## config.mk

```make
export PLATFORM = sky130hd
export DESIGN_NAME = e1of2_sync_tx_flat
export DESIGN_NICKNAME = d
export VERILOG_FILES = /design/src/rtl/e1of2_sync_tx_pkg.sv /design/src/rtl/e1of2_sync_tx_if.sv /design/src/rtl/e1of2_sync_tx_e_sync.sv /design/src/rtl/e1of2_sync_tx.sv /design/src/flat_wrapper.sv
export SDC_FILE = /design/constraint.sdc
export NUM_CORES = 1
export LEC_CHECK = 0
export CORE_MARGIN = 2
export CORE_UTILIZATION = 48
export DETAILED_ROUTE_END_ITERATION = 8
export GPL_TIMING_DRIVEN = 0
export MAX_ROUTING_LAYER = met4
export PLACE_DENSITY = 0.82
export SLEW_MARGIN = 20
export SYNTH_ARGS = -nofsm -noshare
export SYNTH_HDL_FRONTEND = slang
export SYNTH_SLANG_ARGS = --single-unit
```

## constraint.sdc

```tcl
create_clock -name CLK -period 2.45 [get_ports CLK]
set_input_delay 0.49 -clock CLK [delete_from_list [all_inputs] [get_ports CLK]]
set_output_delay 0.49 -clock CLK [all_outputs]
set_load 0.1 [all_outputs]
```

## src/rtl/e1of2_sync_tx_pkg.sv

```systemverilog
// Shared widths, FSM state type and dual-rail (e1of2) encoding helpers for the
// synchronous-to-asynchronous NoC packet transmitter.
package e1of2_sync_tx_pkg;

  localparam int FLIT_W   = 9;
  localparam int ADDR_W   = 4;
  localparam int HDR_MARK = FLIT_W - 1;

  typedef logic [FLIT_W-1:0] flit_t;
  typedef logic [ADDR_W-1:0] addr_t;

  typedef struct packed {
    flit_t d1;
    flit_t d0;
  } rails_t;

  typedef enum logic [2:0] {
    S_IDLE,
    S_HDR,
    S_DATA,
    S_WAIT_LO,
    S_WAIT_HI,
    S_FETCH
  } state_t;

  // A 1 bit raises its true rail, a 0 bit raises its false rail.
  function automatic rails_t dr_encode(input flit_t f);
    rails_t r;
    r.d1 = f;
    r.d0 = ~f;
    return r;
  endfunction

  function automatic rails_t dr_null();
    rails_t r;
    r = '0;
    return r;
  endfunction

  function automatic flit_t make_header(input addr_t dest);
    flit_t h;
    h               = '0;
    h[HDR_MARK]     = 1'b1;
    h[ADDR_W-1:0]   = dest;
    return h;
  endfunction

endpackage

```

## src/rtl/e1of2_sync_tx_if.sv

```systemverilog
// Core-side packet bus plus the dual-rail output channel of the transmitter.
interface e1of2_sync_tx_if;
  import e1of2_sync_tx_pkg::*;

  logic  pkt_valid;
  logic  pkt_ready;
  flit_t pkt_data;
  logic  pkt_last;
  addr_t pkt_dest;
  flit_t Out_d0;
  flit_t Out_d1;
  logic  Out_e;

  modport master (
    output pkt_valid, pkt_data, pkt_last, pkt_dest, Out_e,
    input  pkt_ready, Out_d0, Out_d1
  );

  modport slave (
    input  pkt_valid, pkt_data, pkt_last, pkt_dest, Out_e,
    output pkt_ready, Out_d0, Out_d1
  );

endinterface

```

## src/rtl/e1of2_sync_tx_e_sync.sv

```systemverilog
// Multi-flop synchronizer for the asynchronous receiver enable; all stages clear on reset.
module e_sync #(
  parameter int STAGES = 2
) (
  input  logic clk,
  input  logic rst_n,
  input  logic d,
  output logic q
);

  logic sync_reg [STAGES];

  genvar gi;
  generate
    for (gi = 0; gi < STAGES; gi++) begin : g_stage
      if (gi == 0) begin : g_first
        always_ff @(posedge clk) begin
          if (!rst_n) sync_reg[gi] <= 1'b0;
          else        sync_reg[gi] <= d;
        end
      end else begin : g_next
        always_ff @(posedge clk) begin
          if (!rst_n) sync_reg[gi] <= 1'b0;
          else        sync_reg[gi] <= sync_reg[gi-1];
        end
      end
    end
  endgenerate

  assign q = sync_reg[STAGES-1];

endmodule

```

## src/rtl/e1of2_sync_tx.sv

```systemverilog
// Packet injector: accepts flits from the clocked core, prepends a routing header and
// emits each flit as a 4-phase e1of2 token on flop-driven dual rails.
module e1of2_sync_tx
  import e1of2_sync_tx_pkg::*;
#(
  parameter int SYNC_STAGES = 2,
  parameter int TIMEOUT     = 1023
) (
  input  logic           CLK,
  input  logic           _RESET,
  e1of2_sync_tx_if.slave bus,
  output logic           stall_err,
  output logic [15:0]    flit_cnt
);

  localparam int TIMER_W = $clog2(TIMEOUT + 1);

  state_t               state_reg;
  rails_t               rails_reg;
  logic                 pkt_ready_reg;
  addr_t                dest_reg;
  flit_t                hold_reg;
  logic                 last_reg;
  logic                 hdr_phase_reg;
  logic [15:0]          flit_cnt_reg;
  logic [TIMER_W-1:0]   timer_reg;
  logic                 stall_reg;

  logic e_s;
  logic accept;
  logic advance;
  logic waiting;

  e_sync #(.STAGES(SYNC_STAGES)) u_e_sync (
    .clk   (CLK),
    .rst_n (_RESET),
    .d     (bus.Out_e),
    .q     (e_s)
  );

  assign accept = bus.pkt_valid && pkt_ready_reg;

  // The timeout counts any cycle spent waiting on the receiver enable, including the
  // wait for the first enable before a header, so a dead receiver is always flagged.
  always_comb begin
    advance = 1'b0;
    waiting = 1'b0;
    case (state_reg)
      S_IDLE, S_FETCH:        advance = accept;
      S_HDR, S_DATA:          begin advance = e_s;  waiting = 1'b1; end
      S_WAIT_LO:              begin advance = !e_s; waiting = 1'b1; end
      S_WAIT_HI:              begin advance = e_s;  waiting = 1'b1; end
      default:                advance = 1'b0;
    endcase
  end

  always_ff @(posedge CLK) begin
    if (!_RESET) begin
      state_reg     <= S_IDLE;
      rails_reg     <= dr_null();
      pkt_ready_reg <= 1'b0;
      dest_reg      <= '0;
      hold_reg      <= '0;
      last_reg      <= 1'b0;
      hdr_phase_reg <= 1'b0;
      flit_cnt_reg  <= '0;
      timer_reg     <= '0;
      stall_reg     <= 1'b0;
    end else begin
      case (state_reg)
        S_IDLE: begin
          if (accept) begin
            dest_reg      <= bus.pkt_dest;
            hold_reg      <= bus.pkt_data;
            last_reg      <= bus.pkt_last;
            pkt_ready_reg <= 1'b0;
            state_reg     <= S_HDR;
          end else begin
            pkt_ready_reg <= 1'b1;
          end
        end
        S_HDR: begin
          if (e_s) begin
            rails_reg     <= dr_encode(make_header(dest_reg));
            hdr_phase_reg <= 1'b1;
            state_reg     <= S_WAIT_LO;
          end
        end
        S_DATA: begin
          if (e_s) begin
            rails_reg     <= dr_encode(hold_reg);
            hdr_phase_reg <= 1'b0;
            state_reg     <= S_WAIT_LO;
          end
        end
        S_WAIT_LO: begin
          if (!e_s) begin
            rails_reg    <= dr_null();
            flit_cnt_reg <= flit_cnt_reg + 16'd1;
            state_reg    <= S_WAIT_HI;
          end
        end
        S_WAIT_HI: begin
          if (e_s) begin
            if (hdr_phase_reg) begin
              state_reg <= S_DATA;
            end else if (last_reg) begin
              pkt_ready_reg <= 1'b1;
              state_reg     <= S_IDLE;
            end else begin
              pkt_ready_reg <= 1'b1;
              state_reg     <= S_FETCH;
            end
          end
        end
        S_FETCH: begin
          if (accept) begin
            hold_reg      <= bus.pkt_data;
            last_reg      <= bus.pkt_last;
            pkt_ready_reg <= 1'b0;
            state_reg     <= S_DATA;
          end else begin
            pkt_ready_reg <= 1'b1;
          end
        end
        default: begin
          rails_reg     <= dr_null();
          pkt_ready_reg <= 1'b0;
          state_reg     <= S_IDLE;
        end
      endcase

      // Saturating stall timer; restarts whenever the handshake makes progress.
      if (advance || !waiting) begin
        timer_reg <= '0;
      end else if (timer_reg != TIMER_W'(TIMEOUT)) begin
        timer_reg <= timer_reg + 1'b1;
      end

      if (timer_reg == TIMER_W'(TIMEOUT)) begin
        stall_reg <= 1'b1;
      end
    end
  end

  assign bus.pkt_ready = pkt_ready_reg;
  assign bus.Out_d0    = rails_reg.d0;
  assign bus.Out_d1    = rails_reg.d1;
  assign stall_err     = stall_reg;
  assign flit_cnt      = flit_cnt_reg;

endmodule

```

## src/flat_wrapper.sv

```systemverilog
// flat-port wrapper written by rule: the top's interface ports become plain ports
module e1of2_sync_tx_flat import e1of2_sync_tx_pkg::*;
#(
  parameter int SYNC_STAGES = 2,
  parameter int TIMEOUT     = 1023
)
  (CLK, _RESET, stall_err, flit_cnt, bus_pkt_valid, bus_pkt_data, bus_pkt_last, bus_pkt_dest, bus_Out_e, bus_pkt_ready, bus_Out_d0, bus_Out_d1);
  e1of2_sync_tx_if bus_i ();
  input  logic CLK;
  input  logic _RESET;
  output logic stall_err;
  output logic [15:0] flit_cnt;
  input wire logic [$bits(bus_i.pkt_valid)-1:0] bus_pkt_valid;
  input wire logic [$bits(bus_i.pkt_data)-1:0] bus_pkt_data;
  input wire logic [$bits(bus_i.pkt_last)-1:0] bus_pkt_last;
  input wire logic [$bits(bus_i.pkt_dest)-1:0] bus_pkt_dest;
  input wire logic [$bits(bus_i.Out_e)-1:0] bus_Out_e;
  output wire logic [$bits(bus_i.pkt_ready)-1:0] bus_pkt_ready;
  output wire logic [$bits(bus_i.Out_d0)-1:0] bus_Out_d0;
  output wire logic [$bits(bus_i.Out_d1)-1:0] bus_Out_d1;
  assign bus_i.pkt_valid = bus_pkt_valid;
  assign bus_i.pkt_data = bus_pkt_data;
  assign bus_i.pkt_last = bus_pkt_last;
  assign bus_i.pkt_dest = bus_pkt_dest;
  assign bus_i.Out_e = bus_Out_e;
  assign bus_pkt_ready = bus_i.pkt_ready;
  assign bus_Out_d0 = bus_i.Out_d0;
  assign bus_Out_d1 = bus_i.Out_d1;
  e1of2_sync_tx #(.SYNC_STAGES(SYNC_STAGES), .TIMEOUT(TIMEOUT)) u_core (.CLK(CLK), ._RESET(_RESET), .bus(bus_i), .stall_err(stall_err), .flit_cnt(flit_cnt));
endmodule
```

# --- Word-level counts from Yosys, hierarchy flattened ---
# Memories as Yosys holds them, arrays and structs flattened.
# Cells that the tools add are included.
totals:
  reg_bits: 64
  latch_bits: 0
  ram_bits: 2
  mem_bits_ro: 0
  in_bits: 18
  output_inout_bits: 36
  word_cells: 82
  memories: 1
memory_table:
  columns: ["memory", "words", "word_bits", "read_ports", "rd_clocked_by_memory_dff", "write_ports", "line", "source"]
  rows:
  - ["u_core.u_e_sync.sync_reg", 2, 1, 2, 0, 2, "e1of2_sync_tx_e_sync.sv:11", "logic sync_reg [STAGES];"]
op_classes:
  addsub: 2
  n_mul: 0
  div: 0
  order_cmp: 0
  eq_ne: 15
  shifts: 0
  n_mux: 25
  n_bitwise: 8
  n_reduce_logical: 20
ops:
  columns: ["op", "count"]
  rows:
  - ["18-bit one-hot mux with 4 select lines", 1]
  - ["18-bit 2-to-1 mux", 3]
  - ["3-bit 2-to-1 mux", 7]
  - ["9-bit inverter", 2]
  - ["16-bit by 1-bit adder with 16-bit output, second input constant", 1]
  - ["3-bit one-hot mux with 5 select lines", 1]
  - ["2-bit by 1-bit != test with 1-bit output, second input constant", 6]
  - ["10-bit by 1-bit adder with 10-bit output, second input constant", 1]
  - ["10-bit equality test, second input constant", 1]
  - ["1-bit 2-to-1 mux", 10]
  - ["10-bit != test, second input constant", 1]
  - ["3-bit OR reduction", 3]
  - ["3-bit by 2-bit equality test with 1-bit output, second input constant", 2]
  - ["3-bit equality test, second input constant", 2]
  - ["1-bit one-hot mux with 3 select lines", 2]
  - ["2-bit AND reduction", 3]
  - ["3-bit AND reduction", 2]
  - ["2-bit OR reduction", 3]
  - ["5-bit AND reduction", 1]
  - ["2-bit != test, second input constant", 2]
  - ["1-bit inverter", 4]
  - ["4-bit AND reduction", 1]
  - ["4-bit OR reduction", 1]
  - ["3-bit by 1-bit equality test with 1-bit output, second input constant", 1]
  - ["other kinds (7)", 9]

# --- Longest topological paths before layout ---
# Gate-level depths: netlist of the first run.
depth:
  ltp_word: 6
  depth_mapped: 7
  mapped_depth_nobuf: 5

# --- Hierarchy ---
# A second synthesis of the first run with hierarchy kept.
unflattened:
  cells_unflattened: 338
  area_unflattened_um2: 3129.3
by_module_without_submodules:
  columns: ["module", "instances", "cells_each", "area_each_um2", "seq_area_each_um2"]
  rows:
  - ["e1of2_sync_tx", 1, 334, 3076.7, 1281.2]
  - ["e_sync", 1, 4, 52.6, 40.0]

# --- Least setup slack after synthesis of the first run ---
# Ideal clock, no wire load.
synth_path:
  kind: "flip-flop to flip-flop"
  start: "register u_core.flit_cnt_reg[7] (netlist: u_core.flit_cnt[7])"
  end: "register u_core.flit_cnt_reg[15] (netlist: u_core.flit_cnt[15])"
  setup_ps: 70
  arrival_ps: 2170
  required_time_ps: 2380
  slack_ps: 210
  stages_incl_launch_ff: 5
  n_path_buf: 0
  synth_period_minus_slack_ps: 2240
  cell_sequence: "dfxtp_1 -> and4_1 -> nand4_1 -> or4_1 -> a21boi_1"
synth_via:
  elab_chain_cells: 1
synth_rtl:
  columns: ["item", "line", "source"]
  rows:
  - ["from (decl)", "e1of2_sync_tx.sv:25", "logic [15:0] flit_cnt_reg;"]
  - ["from (signal assigned)", "e1of2_sync_tx.sv:99", "flit_cnt_reg <= flit_cnt_reg + 16'd1;"]
  - ["16-bit by 1-bit adder with 16-bit output", "e1of2_sync_tx.sv:99", null]
# Every way passes these cells.
# A chain may end at the register's enable or synchronous reset.

# --- Final worst setup path of the first run ---
layout_path:
  start: "register u_core.flit_cnt_reg[9] (netlist: u_core.flit_cnt[9])"
  end: "output flit_cnt[9]"
layout_lines:
  columns: ["item", "line", "source"]
  rows:
  - ["to (decl)", "flat_wrapper.sv:12", "output logic [15:0] flit_cnt;"]
# No word-level cell between the ends.

==> results.cfg, run 1 <==
[layout]
multi_input_area_sq_um = 1610
largest_reg_flops = 16
drive_above_1_share = 0.0846
num-nets-final = 417
final_common_cell = dfxtp_1
final_cell_mix = 66 x dfxtp_1, 48 x clkdlybuf4s50_1, 28 x nand2_1
regArea_sq_um = 1320
final_area_sq_um = 3900
syn_to_final_growth_pct = 27.9
fillers = 540
num_antenna_cells = 0

[timing]
finalCritPeriodShare = 0.982
max_freq_mhz = 416
worst_pin_slew_ps = 985
setup-tns-final_ps = 0
rsz0062_at_grt = no
fin_crit_ps = 2410
setup_viol = 0
maxSlewHeadroom = 0.341
skew_ps = 5.79
final-hold-violation-count = 0
drv_slew = 0

[global_routing]
grt_use_total = 0.205
first_global_vias = 2528
grt_max_degree = 13
grt_overflow = 0
antenna_found_initial = 0
grt_pass1_wl_mm = 11.4

[yosys]
synthFlopType = dfxtp_1
ys_seq_elements = 66
synth_top_area_share = 0.434
synth_edf_count = 0
syn_area_sq_um = 3050
synth-async-reset-ratio = 0
syn_avg_cell_area_sq_um = 9.15
synth_nets = 353
yosys.area.top_type = dfxtp_1
synth.distinct_cells = 48
syn_inst = 333
synth_area_leaders = dfxtp_1 43%, mux2i_1 8.2%, nor2b_1 4.5%
synth_seq_area_share = 0.434
synth_warnings = 0

[pwr]
worst_ir_drop_vdd_uv = 374
powerDensity_nw_per_um2 = 599
leakage_nw = 1.46
p_switching_mw = 0.577
swShare = 0.247
power_mw = 2.33
pwr-share-clk = 0.431
p_comb_frac = 0.093
intPower_mw = 1.76
p_seq_frac = 0.476

[critical_path]
critPathLaunchType = flip-flop
slowest_stage = clkdlybuf4s50_1
path_delay_family = buffers and inverters
arrival_ps = 1920
cp-end-kind = output pin
path_cells = clkdlybuf4s50_1
cp_max_fo = 6
worstSetupPathType = reg2out
cpPeakStageDelay_ps = 1160
crit_required_ps = 1960
timing.critical_path.buf_inv = 1

[die]
die_h_um = 83.7
design.core.area_sq_um = 6240
rows = 29
die_x_um = 83.7
start_util = 0.488
boundaryPins = 54
die_area_sq_um = 7000

[routing]
vias = 2604
totalWireLength_mm = 6.82
post_drt_wl_per_cell_um = 14.2
drtPass1Iterations = 4
avgViaCountPerCell = 5.44
drcViolationCount = 0
initialDrtViolationCount = 143
ant_nets = 0

[clock_tree]
clk_latency_ps = 350
cts_tree = built
ctsHtreeMaxLevel = 3
cts.sink_count = 66
cts_made_buffers = 9
path_clk_slew_ps = 70
clockBufferDepth = 2
postCtsSetupRepairBufs = 0
cts-root-buf = clkbuf_8

[run]
cap_violations = 0

[placed_design]
gp_congestion = 0.798
portBuffers = 53
dp_hpwl_mm = 4.92
postPlaceCellArea_sq_um = 3670

[worst_hold_path]
min_path_type = reg2reg

[run_status]
status = complete, no violations
-- through the flow --
| stage | hold slack, ps | setup slack [ps] | util | cells |
|---|---|---|---|---|
| final | 437 | 44.4 | 0.624 | 479 |
| after detailed placement | 421 | 254 | 0.589 | 463 |
| after floorplan | 412 | 210 | - | 333 |
| after CTS | 443 | 16.8 | 0.623 | 479 |
| after global placement | 418 | 265 | 0.589 | 463 |
| after global routing | 463 | 0.858 | 0.624 | 479 |
-- logic make-up after synthesis --
family / Yosys count / synth area share
flops: 66 / 0.434
fa+ha+maj: 2 / 0.00821
mux: 25 / 0.0821
simple gates: 139 / 0.266
xor+xnor: 11 / 0.0316
buf+inv: 24 / 0.0394
compound gates: 66 / 0.139
-- cell usage after synthesis (all sizes together), types with 2 or more instances --
master  number
a211oi       3
a21boi      10
a21oi        7
a22oi        4
a31oi        3
and2        12
and3         4
and4         4
buf          8
clkbuf      11
dfxtp       66
ha           2
inv          5
mux2i       25
nand2       28
nand2b       3
nand3       12
nand4       15
nor2        13
nor2b       22
nor3         7
nor4         2
o21ai       24
o22ai        4
o31ai        6
or3          8
or3b         3
xnor2        8
xor2         3
-- layer usage --
metal	routed length [um]	vias to the layer above	GRT usage	part of all wire
met4	112	0	0.0821	0.016
met2	3250	60	0.333	0.48
met1	3160	1210	0.256	0.46
met5	0	-	-	0
li1	-	1323	-	-
met3	294	11	0.0346	0.043
-- worst paths after layout --
path / start / endpoint / slack (ps) / cells past startpoint
setup / recovery: u_core.flit_cnt[9] / flit_cnt[9] / 40 / 1
hold / removal: u_core.u_e_sync.sync_reg[0] / u_core.u_e_sync.sync_reg[1] / 440 / 1
setup reg to reg: u_core.state_reg[1] / u_core.bus.Out_d0[2] / 610 / 7
hold reg to reg: u_core.u_e_sync.sync_reg[0] / u_core.u_e_sync.sync_reg[1] / 440 / 1
-- final cells by class --
cell class,count,area share
plain buffers,19,0.0260
repair buffers,53,0.137
clock buffers,9,0.0318
clock inverters,7,0.0241
well taps,77,0.0247
multi-input cells,243,0.412
inverters,5,0.00482
flip-flops and latches,66,0.339
-- repair_timing --
item,4_1_cts,5_1_grt
gates resized for setup,2,3
endpoints found under the hold margin,0,0
hold buffers,0,0
endpoints found under the setup margin,2,3
-- power groups by stage --
stage / Sequential, mW / Clock (mW) / Combinational [mW]
after floorplan: 1.16 / 0 / 0.124
after global placement: 1.14 / 0 / 0.209
after detailed placement: 1.14 / 0 / 0.215
after CTS: 1.11 / 1.02 / 0.217
after global routing: 1.11 / 1.06 / 0.236
final: 1.11 / 1.01 / 0.217
No activity file was read; power rests on OpenSTA's default activity.
==> run 2: changes to the inputs <==
SKIP_CTS_REPAIR_TIMING = 1   (was default)
==> run 2 against run 1 <==
  * Combinational power about the same
  * Routed wire length grew 0.13%
  * Critical endpoint unchanged
  * Clock power hardly changed
  * Global-route usage did not move
  * Via count shrank 0.23%
  * Cell count unchanged
  * Sequential share of layout area down 0.065 points
  * Largest cell class unchanged
  * Critical path depth unchanged
  * Cell area up 0.19%
  * First-iteration DRC count grew 7.0%
==> results.cfg, run 2 (synthesis results as in run 1) <==
[clock_tree]
ctsHtreeMaxLevel = 3
cts_made_buffers = 9
clk_latency_ps = 350
cts_tree = built
cts-root-buf = clkbuf_8
path_clk_slew_ps = 70
clockBufferDepth = 2
cts.sink_count = 66

[timing]
maxSlewHeadroom = 0.341
final-hold-violation-count = 0
skew_ps = 5.54
finalCritPeriodShare = 0.983
max_freq_mhz = 415
setup_slack_ps = 41.5
setup_viol = 0
fin_crit_ps = 2410
rsz0062_at_grt = no
holdWs_ps = 437
setup-tns-final_ps = 0
drv_slew = 0
worst_pin_slew_ps = 985

[critical_path]
slowest_stage = clkdlybuf4s50_1
path_cells = clkdlybuf4s50_1
cpPeakStageDelay_ps = 1160
cp-end-kind = output pin
timing.critical_path.buf_inv = 1
cp_max_fo = 6
r2r_slack_ps = 610
crit_required_ps = 1960
arrival_ps = 1920
path_delay_family = buffers and inverters
critPathLaunchType = flip-flop
worstSetupPathType = reg2out

[pwr]
worst_ir_drop_vdd_uv = 373
powerDensity_nw_per_um2 = 599
swShare = 0.248
pwr-share-clk = 0.432
power_mw = 2.34
p_seq_frac = 0.476
p_switching_mw = 0.579
intPower_mw = 1.76
leakage_nw = 1.49
p_comb_frac = 0.093

[layout]
largest_reg_flops = 16
final_cell_mix = 66 x dfxtp_1, 48 x clkdlybuf4s50_1, 28 x nand2_1
final_area_sq_um = 3900
num_antenna_cells = 0
drive_above_1_share = 0.0846
num-nets-final = 417
syn_to_final_growth_pct = 28.1
final_common_cell = dfxtp_1

[die]
die_area_sq_um = 7000
die_h_um = 83.7
start_util = 0.488
die_x_um = 83.7
design.core.area_sq_um = 6240
rows = 29
boundaryPins = 54

[global_routing]
antenna_found_initial = 0
grt_pass1_wl_mm = 11.4
grt_use_total = 0.205
grt_overflow = 0
first_global_vias = 2528
grt_max_degree = 13

[placed_design]
portBuffers = 53
dp_hpwl_mm = 4.92
place_ws_ps = 254
postPlaceCellArea_sq_um = 3670
gp_congestion = 0.798

[routing]
ant_nets = 0
totalWireLength_mm = 6.83
drtPass1Iterations = 5
avgViaCountPerCell = 5.42
vias = 2598
drcViolationCount = 0
initialDrtViolationCount = 153
post_drt_wl_per_cell_um = 14.3

[run]
cap_violations = 0

[run_status]
status = complete, no violations

[worst_hold_path]
min_path_type = reg2reg
[run 2: area by class of cell]
| type | count | area [sq um] |
|---|---|---|
| Fill cell | 538 | 2340 |
| Multi-Input combinational cell | 243 | 1610 |
| Sequential cell | 66 | 1320 |
| Timing Repair Buffer | 53 | 543 |
| Clock buffer | 9 | 124 |
| Buffer | 19 | 101 |
| Tap cell | 77 | 96.3 |
| Clock inverter | 7 | 93.8 |
| Inverter | 5 | 18.8 |
[run 2: stage by stage]
step                      cells   util
after detailed placement    463  0.589
final                       479  0.626
after floorplan             333      -
after global placement      463  0.589
after global routing        479  0.626
after CTS                   479  0.623
[run 2: worst paths after layout]
kind                            endpoint  cells after the start                   startpoint
max reg2reg         u_core.bus.Out_d0[2]                      7          u_core.state_reg[1]
min          u_core.u_e_sync.sync_reg[1]                      1  u_core.u_e_sync.sync_reg[0]
min reg2reg  u_core.u_e_sync.sync_reg[1]                      1  u_core.u_e_sync.sync_reg[0]
max                          flit_cnt[9]                      1           u_core.flit_cnt[9]
[run 2: power by group through the flow]
stage,registers (mW),logic (mW),clock network (mW)
after floorplan,1.16,0.124,0
after global routing,1.11,0.236,1.06
after detailed placement,1.14,0.215,0
final,1.11,0.217,1.01
after CTS,1.11,0.217,1.02
after global placement,1.14,0.209,0
[run 2: per-layer routing]
metal	part of all wire	global-route usage	vias to the layer above	wire, um
li1	-	-	1324	-
met1	0.46	0.256	1204	3160
met2	0.48	0.333	58	3250
met3	0.043	0.0346	12	294
met4	0.018	0.0821	0	121
met5	0	-	-	0
